### src/rtl/stack_seq.sv
// Stack pointer sequencer: paces S-register push/pull/load and drives stack-page strobes.
// Optional STACK_WRAP_DET_EN adds a sticky wrap_flag output for page wrap-around detection.
module stack_seq #(
  parameter logic [7:0] STACK_PAGE = 8'h01,
  parameter int         LEN_W      = 2
) (
  input  logic             clk,
  input  logic             reset_n,
  input  logic             req,
  input  logic [1:0]       cmd,
  input  logic [LEN_W-1:0] len,
  input  logic             rdy,
  input  logic [7:0]       sp_in,
  output logic             rdy_o,
  output logic             done,
  output logic             s_load,
  output logic             s_up,
  output logic             s_cnt_enb,
  output logic [15:0]      mem_addr,
  output logic             mem_we,
  output logic             mem_re,
  output logic [LEN_W-1:0] byte_idx
`ifdef STACK_WRAP_DET_EN
  ,
  output logic             wrap_flag
`endif
);

  typedef enum logic [2:0] {IDLE, PUSH, PULL_INC, PULL_RD, LOAD, DONE} state_t;

  localparam logic [1:0]       CMD_PUSH = 2'b01;
  localparam logic [1:0]       CMD_PULL = 2'b10;
  localparam logic [1:0]       CMD_LOAD = 2'b11;
  localparam logic [LEN_W-1:0] ONE      = LEN_W'(1);

  state_t           state_q, state_d;
  logic [LEN_W-1:0] idx_q, idx_d;
  logic [LEN_W-1:0] len_q, len_d;
  logic             last_rd;

  assign last_rd = (idx_q == len_q - ONE);

  // NOTE: defaulting every variable first keeps this block free of inferred latches.
  always_comb begin
    state_d = state_q;
    idx_d   = idx_q;
    len_d   = len_q;
    case (state_q)
      IDLE: begin
        if (req) begin
          len_d = len;
          idx_d = '0;
          case (cmd)
            CMD_PUSH: begin
              state_d = (len == '0) ? DONE : PUSH;
              idx_d   = len - ONE;
            end
            CMD_PULL: state_d = (len == '0) ? DONE : PULL_INC;
            CMD_LOAD: state_d = LOAD;
            default:  state_d = DONE;
          endcase
          if (len == '0) idx_d = '0;
        end
      end
      PUSH: begin
        if (rdy) begin
          if (idx_q == '0) state_d = DONE;
          else             idx_d   = idx_q - ONE;
        end
      end
      PULL_INC: if (rdy) state_d = PULL_RD;
      PULL_RD: begin
        if (rdy) begin
          if (last_rd) begin
            state_d = DONE;
            idx_d   = '0;
          end else begin
            idx_d = idx_q + ONE;
          end
        end
      end
      LOAD:    if (rdy) state_d = DONE;
      DONE: begin
        state_d = IDLE;
        idx_d   = '0;
      end
      default: state_d = IDLE;
    endcase
  end

  // NOTE: sequential state uses non-blocking assignments so every flop samples pre-edge values.
  always_ff @(posedge clk or negedge reset_n) begin
    if (!reset_n) begin
      state_q <= IDLE;
      idx_q   <= '0;
      len_q   <= '0;
    end else begin
      state_q <= state_d;
      idx_q   <= idx_d;
      len_q   <= len_d;
    end
  end

  // Strobes are state decodes gated by rdy so a stalled cycle issues nothing.
  assign rdy_o     = (state_q == IDLE);
  assign done      = (state_q == DONE);
  assign mem_we    = (state_q == PUSH) && rdy;
  assign mem_re    = (state_q == PULL_RD) && rdy;
  assign s_load    = (state_q == LOAD) && rdy;
  assign s_up      = (state_q == PULL_INC) || (state_q == PULL_RD);
  assign s_cnt_enb = rdy && ((state_q == PUSH) || (state_q == PULL_INC) ||
                             ((state_q == PULL_RD) && !last_rd));
  assign mem_addr  = {STACK_PAGE, sp_in};
  assign byte_idx  = idx_q;

`ifdef STACK_WRAP_DET_EN
  logic wrap_q, wrap_d;

  always_comb begin
    wrap_d = wrap_q;
    if ((state_q == IDLE) && req && (cmd == CMD_LOAD)) wrap_d = 1'b0;
    if ((mem_we && (sp_in == 8'h00)) || (s_cnt_enb && s_up && (sp_in == 8'hFF)))
      wrap_d = 1'b1;
  end

  always_ff @(posedge clk or negedge reset_n) begin
    if (!reset_n) wrap_q <= 1'b0;
    else          wrap_q <= wrap_d;
  end

  assign wrap_flag = wrap_q;
`endif

endmodule

### config.mk
export PLATFORM = sky130hd
export DESIGN_NAME = stack_seq
export DESIGN_NICKNAME = d
export VERILOG_FILES = /design/src/rtl/stack_seq.sv
export SDC_FILE = /design/constraint.sdc
export NUM_CORES = 1
export LEC_CHECK = 0
export BUFFER_PORTS_ARGS = -buffer_cell sky130_fd_sc_hd__buf_4
export CAP_MARGIN = 20
export CORE_ASPECT_RATIO = 0.9
export CORE_MARGIN = 2
export CORE_UTILIZATION = 40
export DETAILED_ROUTE_END_ITERATION = 8
export PLACE_DENSITY = 0.75
export SLEW_MARGIN = 25
export SYNTH_ARGS = -nofsm -noshare
export SYNTH_HDL_FRONTEND = slang
export SYNTH_SLANG_ARGS = --single-unit
### constraint.sdc
create_clock -name clk -period 1.4 [get_ports clk]
set_input_delay 0.28 -clock clk [delete_from_list [all_inputs] [get_ports clk]]
set_output_delay 0.28 -clock clk [all_outputs]
set_load 0.01 [all_outputs]
# Word-level counts from Yosys, hierarchy flattened
# Index checks and enable logic that the tools add are counted.
# Widths: inputs -> output; s select.
word_totals:
  ff_bits: 7
  latchBits: 0
  ram_bits: 0
  romBits: 0
  in_bits: 16
  output_inout_bits: 25
  wordCells: 59
  mem_count: 0
op_classes:
  add_sub_neg: 4
  n_mul: 0
  n_div: 0
  n_lt_le_gt_ge: 0
  eq_ne: 17
  n_shift: 0
  muxes: 19
  bitwise_logic: 0
  n_reduce_logical: 16
op_table:
  columns: ["operator", "n"]
  rows:
  - ["$mux 3", 9]
  - ["$ne 2x2->1 const B", 8]
  - ["$pmux 3 s5", 1]
  - ["$mux 2", 7]
  - ["$pmux 3 s3", 1]
  - ["$pmux 2 s4", 1]
  - ["$reduce_and 7->1", 1]
  - ["$eq 3x2->1 const B", 2]
  - ["$eq 3x3->1 const B", 2]
  - ["$sub 2x1->2 const B", 3]
  - ["$logic_and 1x1->1", 5]
  - ["$reduce_and 5->1", 1]
  - ["$eq 2x2->1 const B", 2]
  - ["$logic_not 2->1", 2]
  - ["$reduce_bool 4->1", 1]
  - ["$eq 3x1->1 const B", 1]
  - ["$logic_not 3->1", 1]
  - ["$logic_or 1x1->1", 3]
  - ["$add 2x1->2 const B", 1]
  - ["$eq 2x1->1 const B", 1]
  - ["$eq 2x2->1", 1]
  - ["$reduce_and 2->1", 1]
  - ["$logic_not 1->1", 1]

# Depth between registers and ports, before layout
depth:
  depth_word: 6
  mapped_depth: 6
  ltp_nobuf: 6

# Least setup slack after synthesis
# OpenSTA, ideal clock, no wires.
synth_timing:
  kind: "reg-to-reg"
  start: "register idx_q[0] (netlist: byte_idx[0])"
  end: "register state_q[2]"
  setup_ps: 132
  t_arrival_ps: 1428
  t_required_ps: 1268
  slack_ps: -160
  stages_incl_launch_ff: 7
  path_cell_list: "dfrtp_1 inv_1 ha_1 mux2_1 o22a_1 o22ai_2 o22ai_2"
synth_via:
  elab_chain_cells: 3
  elab_cells_between_ends: 5
synth_rtl:
  columns: ["item", "line", "text"]
  rows:
  - ["from (decl)", "37", "logic [LEN_W-1:0] idx_q, idx_d;"]
  - ["from (signal assigned)", "99", "idx_q <= idx_d;"]
  - ["$eq 2x2->1 / $logic_not 2->1 (equally long branches)", "41, 67", null]
  - ["$ne 2x2->1 (no source line)", null, null]
  - ["$reduce_and 7->1 (no source line) (*)", null, null]
  - ["to (signal assigned)", "98", "state_q <= state_d;"]
  - ["to (decl)", "36", "state_t state_q, state_d;"]
# Every way passes the cells marked *; elsewhere a longest branch is shown, timed or not.
# A chain may end at the register's enable or synchronous reset.

# Final worst setup path
layout_timing:
  start: "register len_q[1]"
  end: "output s_cnt_enb"
layout_via:
  elab_chain_cells: 6
layout_rtl:
  columns: ["item", "line", "text"]
  rows:
  - ["from (decl)", "38", "logic [LEN_W-1:0] len_q, len_d;"]
  - ["from (signal assigned)", "100", "len_q <= len_d;"]
  - ["$sub 2x1->2", "41", "assign last_rd = (idx_q == len_q - ONE);"]
  - ["$eq 2x2->1", "41", null]
  - ["$logic_not 1->1", "112", "((state_q == PULL_RD) && !last_rd));"]
  - ["$logic_and 1x1->1", "112", null]
  - ["$logic_or 1x1->1", "111", "assign s_cnt_enb = rdy && ((state_q == PUSH) || (state_q == PULL_INC) ||"]
  - ["$logic_and 1x1->1", "111", null]
  - ["to (decl)", "18", "output logic s_cnt_enb,"]
# Every way passes these cells.

==> impl_results.md <==
* Flop pwr share at about 14%
* Top FF cell, synth: dfrtp_1
* Post-synth cell types at 43
* Failing checks: setup timing
* YS warnings at 0
* Clock Skews at 10.1 ps
* Final Hold Viols at 0
* CP Launch Point: len_q[1]$_DFFE_PN0P_
* ANT nets after route at 0
* First-pass GRT wire length at between 3000 and 4000 um
* Setup WS pre-CTS at -159 ps
* Initial antenna violation count at 0
* Fin worst setup slack at -326 ps
* Switching pwr at 1.21 mW
* First-pass DRT Iterations at 4
* Routed length per instance at 14.0 um
* Hold slack at 335 ps
* GP Congestion at just over 0.8
* Status: finished, violations left
* Port Buf Inserts at 16
* EDFF count, synth at 0
* Startpoint Class: flop
* Leak at 0.652 nW
* Async set-reset flop share out of synthesis at 100%
* Insertion delay of the later-clocked pin in the worst-skew pair at 250 ps
* Deepest level of the CTS H-tree at 1
* Fmax at 0.579 GHz
* Drt drc at 0
* Worst endpoint required time at 1120 ps
* Sequential fraction of the synthesis area at 21.8%
* Register area at around 180 um^2
* Vias per cell at 5.03
* Fill cell count at around 160
* Routed WL at between 2000 and 2500 um
* Number of sinks on the clock net at 7
* Cells after synthesis at 94
* Crit path cell chain: xor2_2, mux2i_2, a31oi_1, buf_4
* Site row count at 15
* Slew Viols, Final at 0
* Multi-input gate area at 544 um^2
* Crit end category: output port
* Die ar. at 2390 um^2
* Mapped cell area at between 800 and 900 um^2
* Switch share at 39.1%
* Die Wd at between 50 and 60 um
* Yosys reg bits at 7
* Global-route usage over all layers at 19.9%
* Fin crit period at roughly 1700 ps
* Final period utilization at 123%
* Combinational power share at 79.5%
* Data arrival time of the critical path at between 1000 and 1500 ps
* Peak VDD IR at 1.11 mV
* Die Y-Extent at 46.5 um
* Core Area at around 1900 um^2
* Pwr dens at 2400 nW/um^2
* Setup CP Type: reg -> out
* Hold path startpoint: len[1]
* Clock network fraction of design power at under 10%
* DP HPWL at 1430 um
* CTS clk-pin slew, worst paths at 60 ps
* Initial core utilization at a little over two fifths
* Setup-failing EPs final at 12
* Ports at 41
* Syn_area_per_cell at 8.56 um^2
* Critical Path Max Stage Delay at 410 ps
* Maxcap violations at 0
* P_int at ~1.9 mW
* WHS Path Cells at 3
* Max Root-Sink Buffers at 2
* Initial drt markers at 15
* Vias in the first global route at 769
* CP max FO at 2
* N_diodes at 0
* # nets final at 163
* Clock root cell: clkbuf_4
* R2r startpoint: byte_idx[1]$_DFFE_PN0P_
* GRT overflow at 0
* Layout cell share with drive strength beyond 1 at 59.4%
* Layout area overhead at 60.3%
* Worst r2r path cells at 7
* RSZ-0062 raised after global routing: true
* HP Class: in -> reg
* Hold Path Sink: len_q[1]$_DFFE_PN0P_
* Reg-to-reg slack, setup at -220 ps
* Clock buffer count from CTS at 3
* FF-to-FF End: state_q[0]$_DFFE_PN0P_
* Vias at between 800 and 900
* Largest net degree at the start of global routing at 10
* CTS tree: yes
* Crit-path slowest cell: dfrtp_1
[cells in the mapped netlist, types with 2 or more instances]
master	n	area, um^2
buf_4	16	120
dfrtp_1	7	175
inv_1	7	26.3
nand2_1	6	22.5
o21ai_0	4	20.0
a31oi_1	3	18.8
ha_1	3	37.5
nand2b_1	3	18.8
nor2b_1	3	18.8
a21oi_1	2	10.0
and3_1	2	12.5
conb_1	2	7.51
nand3_2	2	20.0
nand3b_1	2	15.0
nor3_1	2	10.0
nor3b_1	2	15.0
o22ai_2	2	25.0
[flip-flops by register name, summed over array words and instances, names as in the netlist]
register,flops
state_q,3
len_q,2
byte_idx,2
[how the worst max path moves through the flow]
| stage | slack [ps] | endpoint | cells past startpoint |
|---|---|---|---|
| after floorplan | -60 | state_q[0]$_DFFE_PN0P_ | 6 |
| after global placement | -90 | state_q[2]$_DFFE_PN0P_ | 6 |
| after detailed placement | -160 | state_q[0]$_DFFE_PN0P_ | 6 |
| after CTS | -280 | s_cnt_enb | 4 |
| after global routing | -370 | s_cnt_enb | 4 |
| final | -330 | s_cnt_enb | 4 |
[what timing repair did]
item | 4_1_cts | 5_1_grt
gates resized for setup | 21 | 8
pin swaps | 5 | 7
setup buffers | 20 | 7
hold buffers | 1 | 0
setup endpoints to repair | 11 | 12
hold endpoints to repair | 7 | 0
[final cells by class]
type / count / area share (%)
timing repair buffer: 59 / 37.4
multi-input combinational: 66 / 42.2
clock buffer: 4 / 2.04
tap: 25 / 2.42
inverter: 7 / 2.04
sequential: 7 / 13.9
[cells by family after synthesis]
family	Yosys count	synth area share, %
XOR/XNOR	1	2.02
AND/OR/NAND/NOR	30	24.6
AO/OA/AOI/OAI	20	18.5
other	2	0.933
flip-flops	7	21.8
adder cells (fa/ha/maj)	3	4.67
buffers and inverters	27	21.6
multiplexers	4	5.91
[layer usage]
| metal | up-vias | part of all wire [%] | global-route usage [%] |
|---|---|---|---|
| li1 | 399 | - | - |
| met1 | 396 | 40 | 25.0 |
| met2 | 44 | 50 | 34.8 |
| met3 | 6 | 8.0 | 3.25 |
| met4 | 0 | 1.2 | 7.37 |
| met5 | - | 0 | 0 |
[stage by stage]
stage | std cells | util [%] | instance area [um^2] | TNS [ps] | power, mW
after floorplan | 100 | - | 833 | -163 | 1.45
after global placement | 139 | 50.8 | 972 | -415 | 1.99
after detailed placement | 139 | 50.8 | 972 | -745 | 2.03
after CTS | 164 | 64.4 | 1230 | -1590 | 2.83
after global routing | 168 | 67.4 | 1290 | -2490 | 3.29
final | 168 | 67.4 | 1290 | -1720 | 3.10
[worst max-delay path: cells and delay by family, from the launching register on]
family	cells	cell delay (ps)
compound gates	1	140
xor+xnor	1	220
buf+inv	1	170
flops	1	410
mux	1	260
[power groups by stage]
stage / Combinational (mW) / Sequential, mW / Clock, mW
global route: 2.62 / 0.463 / 0.208
detailed placement: 1.57 / 0.461 / 0
floorplan: 1.04 / 0.408 / 0
finish: 2.46 / 0.447 / 0.190
CTS: 2.20 / 0.446 / 0.191
global placement: 1.54 / 0.454 / 0
[layout by cell type, fill, tap and decap left out, drive strengths merged, types with 3 or more instances in the layout]
| master | n |
|---|---|
| inv | 7 |
| o22ai | 3 |
| nand2 | 6 |
| buf | 58 |
| dfrtp | 7 |
| nand2b | 3 |
| o21ai | 6 |
| ha | 3 |
| conb | 8 |
| a31oi | 3 |
| clkbuf | 4 |
| nor2b | 3 |
| nor3 | 3 |
| mux2 | 3 |
No activity file was read; power rests on OpenSTA's default activity.
